===== config.mk =====
export PLATFORM = sky130hd
export DESIGN_NAME = tx_interleaver
export DESIGN_NICKNAME = d
export VERILOG_FILES = /design/src/rtl/tx_interleaver.sv
export SDC_FILE = /design/constraint.sdc
export NUM_CORES = 2
export LEC_CHECK = 0
export ABC_AREA = 1
export CAP_MARGIN = 0
export CORE_UTILIZATION = 30
export DETAILED_ROUTE_END_ITERATION = 8
export PLACE_DENSITY = 0.55
export SLEW_MARGIN = 20
export SYNTH_ARGS = -nofsm -noshare
export SYNTH_HDL_FRONTEND = slang
export SYNTH_SLANG_ARGS = --single-unit

===== constraint.sdc =====
create_clock -name clk -period 9.4 [get_ports clk]
set_clock_uncertainty 0.2 [all_clocks]
set_input_delay 1.88 -clock clk [delete_from_list [all_inputs] [get_ports clk]]
set_output_delay 1.88 -clock clk [all_outputs]
set_load 0.1 [all_outputs]

===== src/rtl/tx_interleaver.sv =====
// 802.11a transmit block interleaver: serial coded bits in, 48 subcarrier groups of
// N_BPSC bits out per OFDM symbol, with two ping-pong banks so one fills while one drains.
module tx_interleaver (
   input  logic       clk,
   input  logic       rst,
   input  logic [1:0] i_mod,
   input  logic       i_in_bit,
   input  logic       i_in_valid,
   output logic       o_in_ready,
   output logic [5:0] o_out_bits,
   output logic       o_out_valid,
   input  logic       i_out_ready
);

   localparam logic [1:0] MOD_BPSK  = 2'd0;
   localparam logic [1:0] MOD_QPSK  = 2'd1;
   localparam logic [1:0] MOD_16QAM = 2'd2;
   localparam logic [1:0] MOD_64QAM = 2'd3;

   function automatic logic [4:0] f_ncol(input logic [1:0] mod);
      case (mod)
         MOD_BPSK:  f_ncol = 5'd3;
         MOD_QPSK:  f_ncol = 5'd6;
         MOD_16QAM: f_ncol = 5'd12;
         MOD_64QAM: f_ncol = 5'd18;
         default:   f_ncol = 5'd3;
      endcase
   endfunction

   function automatic logic [2:0] f_nbpsc(input logic [1:0] mod);
      case (mod)
         MOD_BPSK:  f_nbpsc = 3'd1;
         MOD_QPSK:  f_nbpsc = 3'd2;
         MOD_16QAM: f_nbpsc = 3'd4;
         MOD_64QAM: f_nbpsc = 3'd6;
         default:   f_nbpsc = 3'd1;
      endcase
   endfunction

   function automatic logic [1:0] f_mod3(input logic [3:0] v);
      case (v)
         4'd0, 4'd3, 4'd6, 4'd9, 4'd12, 4'd15: f_mod3 = 2'd0;
         4'd1, 4'd4, 4'd7, 4'd10, 4'd13:       f_mod3 = 2'd1;
         default:                              f_mod3 = 2'd2;
      endcase
   endfunction

   // (a - b) mod 3 for a, b already reduced to 0..2
   function automatic logic [1:0] f_sub_mod3(input logic [1:0] a, input logic [1:0] b);
      if (a >= b) f_sub_mod3 = a - b;
      else        f_sub_mod3 = a + 2'd3 - b;
   endfunction

   logic [287:0] r_bank [2];
   logic [1:0]   r_bank_mod [2];
   logic [1:0]   r_full;
   logic         r_wbank;
   logic         r_rbank;
   logic [3:0]   r_r;
   logic [4:0]   r_q;
   logic [1:0]   r_q3;
   logic [5:0]   r_m;

   logic         w_in_acc;
   logic         w_out_acc;
   logic         w_first;
   logic         w_last;
   logic [1:0]   w_wmod;
   logic [4:0]   w_ncol;
   logic [8:0]   w_i;
   logic [8:0]   w_j;
   logic [1:0]   w_rmod;
   logic [2:0]   w_nbpsc;
   logic [8:0]   w_base;
   logic [5:0]   w_bits;
   logic [1:0]   w_full_nxt;

   assign o_in_ready  = ~r_full[r_wbank];
   assign w_in_acc    = i_in_valid & ~r_full[r_wbank];
   assign o_out_valid = r_full[r_rbank];
   assign w_out_acc   = r_full[r_rbank] & i_out_ready;
   assign o_out_bits  = w_bits;

   // Write address: first permutation, then the per-modulation bit rotation
   always_comb begin
      w_first = (r_r == 4'd0) && (r_q == 5'd0);
      if (w_first) w_wmod = i_mod;
      else         w_wmod = r_bank_mod[r_wbank];
      w_ncol = f_ncol(w_wmod);
      w_i    = {4'd0, w_ncol} * {5'd0, r_r} + {4'd0, r_q};
      case (w_wmod)
         MOD_16QAM: w_j = w_i - {8'd0, r_q[0]} + {8'd0, r_q[0] ^ r_r[0]};
         MOD_64QAM: w_j = w_i - {7'd0, r_q3} + {7'd0, f_sub_mod3(r_q3, f_mod3(r_r))};
         default:   w_j = w_i;
      endcase
      w_last = (r_r == 4'd15) && (r_q == (w_ncol - 5'd1));
   end

   // Read side: gather group m from the read bank using that bank's latched modulation
   always_comb begin
      w_rmod  = r_bank_mod[r_rbank];
      w_nbpsc = f_nbpsc(w_rmod);
      w_base  = {3'd0, r_m} * {6'd0, w_nbpsc};
      w_bits  = 6'd0;
      for (int b = 0; b < 6; b++) begin
         if (r_full[r_rbank] && (w_nbpsc > 3'(b))) w_bits[b] = r_bank[r_rbank][w_base + 9'(b)];
         else                                       w_bits[b] = 1'b0;
      end
   end

   // Full flags: writer completion and reader release may land on the same edge
   always_comb begin
      w_full_nxt = r_full;
      if (w_in_acc && w_last) w_full_nxt[r_wbank] = 1'b1;
      else                    w_full_nxt[r_wbank] = r_full[r_wbank];
      if (w_out_acc && (r_m == 6'd47)) w_full_nxt[r_rbank] = 1'b0;
      else                             w_full_nxt[r_rbank] = w_full_nxt[r_rbank];
   end

   // Bank storage
   always_ff @(posedge clk or negedge rst) begin
      if (!rst) begin
         r_bank[0] <= {288{1'b0}};
         r_bank[1] <= {288{1'b0}};
      end else if (w_in_acc) begin
         r_bank[r_wbank][w_j] <= i_in_bit;
      end
   end

   // Write counters, bank pointers, latched modulation and flags
   always_ff @(posedge clk or negedge rst) begin
      if (!rst) begin
         r_bank_mod[0] <= 2'd0;
         r_bank_mod[1] <= 2'd0;
         r_full        <= 2'b00;
         r_wbank       <= 1'b0;
         r_rbank       <= 1'b0;
         r_r           <= 4'd0;
         r_q           <= 5'd0;
         r_q3          <= 2'd0;
         r_m           <= 6'd0;
      end else begin
         r_full <= w_full_nxt;
         if (w_in_acc) begin
            if (w_first) r_bank_mod[r_wbank] <= i_mod;
            if (w_last) begin
               r_r     <= 4'd0;
               r_q     <= 5'd0;
               r_q3    <= 2'd0;
               r_wbank <= ~r_wbank;
            end else if (r_r == 4'd15) begin
               r_r  <= 4'd0;
               r_q  <= r_q + 5'd1;
               r_q3 <= (r_q3 == 2'd2) ? 2'd0 : r_q3 + 2'd1;
            end else begin
               r_r <= r_r + 4'd1;
            end
         end
         if (w_out_acc) begin
            if (r_m == 6'd47) begin
               r_m     <= 6'd0;
               r_rbank <= ~r_rbank;
            end else begin
               r_m <= r_m + 6'd1;
            end
         end
      end
   end

endmodule


==> impl_metrics.ini <==
[status]
status = complete, no violations

[finish]
fin_nets = 7671
diodes = 0
fillCellCount = 17900
utilization = 0.331
drive_above_1_share = 0.0515
final_area_um2 = 54000
areaGrowthSynthToFinish_pct = 9.13

[synthesis]
synth_seq_area_share = 0.304
synth.distinct_cells = 52
syn-cell-area_um2 = 49500
synthFlopType = dfrtp_1
ys_seq_elements = 601
avgSynthCellArea_um2 = 6.15
async_reset_ff_frac = 1.00
syn_nets = 8128
synth_edf_count = 0
synth_warnings = 0
postSynthCellCount = 8043

[routing]
viasPerCell = 5.25
drcViolationCount = 0
wirelength_um = 183000
first_pass_iters = 8
ant_nets = 0
routedWlPerCell_um = 18.6
drt_iter0_markers = 6015
num_vias = 51600

[sta]
slew_violations = 0
whs_ns = 0.267
relSlewSlack = 0.0903
fin_setup_tns_ns = 0
hold_viol = 0
rsz0062_at_grt = no
tightest_slew_ns = 1.36
fin_crit_ns = 9.17
fin_crit_sh = 0.976
timing.fmax_ghz = 0.109
setup_viol = 0

[floorplanning]
dieHeight_um = 408
initial_core_util = 0.303
fp-row-count = 148
core_region_area_um2 = 163000
num_io_pins = 15
die_area_um2 = 167000
die_w_um = 408

[grt]
track_usage = 0.214
grt_max_degree = 212
grt_overflow_total = 0
grt_pass1_vias = 46300
antenna_found_initial = 1
grt_pass1_wl_um = 284000

[critical_path]
r2r-start = r_r[0]
r2r-end = r_bank[374]
r2r_slack_ns = 1.13
critPathArrivalTime_ns = 7.09
crit_type = reg -> out
startpoint = r_rbank
cp.required_ns = 7.32
reg2regPathDepth = 35
end_kind = primary output
crit_fanout = 38
crit_end = o_out_bits[1]
cp-start-kind = flip-flop

[clock_network]
clockBufferDepth = 3
numCtsBuffers = 77
worst_skew_pair.late_latency_ns = 0.69
root_buffer = clkbuf_16
path_clk_slew_ns = 0.05
hold_buffers = 0
cts_tree = yes
postCtsSetupBuffers = 0
clkSinkCount = 601
htree_levels = 3
post_cts_resized = 0

[place]
gp_congestion = 0.959
postPlaceCellArea_um2 = 51400
portBuffers = 14
hpwlAfterDp_um = 115000

[min_path]
worstHoldPathType = reg -> reg
hold_path_depth = 2

[flow_run]
max_cap_violations = 0
[how the worst min path moves through the flow]
stage	startpoint	end
after CTS	r_bank[344]	r_bank[344]
final	r_bank[342]	r_bank[342]
after global routing	r_bank[344]	r_bank[344]
after floorplan	r_bank[312]	r_bank[312]
after global placement	r_bank[350]	r_bank[350]
after detailed placement	r_bank[344]	r_bank[344]
[layout by cell type (no fill, tap or decap), types with 19 or more instances in the layout]
cell,instances
o21ai_1,26
ha_1,56
nand4_1,800
a21oi_1,64
o211ai_1,162
buf_12,41
nor2_4,33
o21ai_0,603
clkbuf_8,21
buf_4,126
clkbuf_16,80
inv_1,1272
fa_1,19
or2_2,25
dfrtp_1,600
nor2_1,117
nand3_1,1070
xor2_1,29
nand2_1,2354
[flip-flops by register name, summed over array words and instances, names as in the netlist]
name and flops:
r_bank 576, r_bank_mod 4, r_full 2, r_m 6, r_q 5, r_q3 2, r_r 4, r_rbank 1
r_wbank 1
[area by class of cell]
type                       count  area (um2)  area share
clock buffer                 119        2360      0.0437
clock inverter                18         263     0.00486
inverter                    1295        4870      0.0902
multi-input combinational   5436       26900       0.498
sequential                   601       15000       0.278
tap                         2175        2720      0.0504
timing repair buffer         175        1850      0.0343
[per-layer routing]
layer  part of all wire  track usage  up-vias
li1                   -            -    25200
met1               0.46        0.303    24600
met2               0.46        0.340     1588
met3              0.056       0.0239      224
met4              0.027       0.0622        0
met5                  0            0        -
[cell usage after synthesis (19+ instances only)]
library cell	instances	area, um2
o21ai_0	603	3020
dfrtp_1	601	15000
ha_1	59	738
a21oi_1	64	320
buf_1	70	263
o211ai_1	162	1220
xor2_1	32	280
or2_2	25	156
nand4_1	800	5000
nor2_1	140	526
fa_1	19	380
clkbuf_1	491	1840
inv_1	1273	4780
nand2_1	2354	8840
nand3_1	1070	5360
o21ai_1	26	130
buf_2	123	616
[per-stage QoR]
step	cells	setup slack (ns)
6_report	9819	0.227
5_1_grt	9819	0.0137
4_1_cts	9819	0.211
3_5_place_dp	9682	0.214
3_3_place_gp	9682	0.309
2_1_floorplan	8043	1.73
[critical path, stage by stage (launching register included)]
cell      delay, ns
dfrtp_4        0.67
o21ai_4        0.53
nand2_1        0.33
nor2_1         0.20
fa_1           0.47
ha_4           0.19
fa_1           0.76
clkinv_1       0.16
buf_4          0.26
o21ai_2        0.63
inv_2          0.51
nand3_1        0.21
nand2_1        0.08
nand2_1        0.16
nand3_1        0.12
o21ai_1        0.32
nand3_1        0.11
nor2_1         0.29
buf_4          0.19
buf_12         0.16
[cell families after synthesis]
logic type | count (synthesis) | synth area share
compound gates | 877 | 0.0984
flops | 601 | 0.304
simple gates | 4441 | 0.410
fa+ha+maj | 78 | 0.0226
xor+xnor | 39 | 0.00690
buf+inv | 2006 | 0.158
mux | 1 | 0.000202
Power is left out: the tool's default activity adds up to more than one toggle a clock period on the data nets, which glitch-free logic cannot reach.
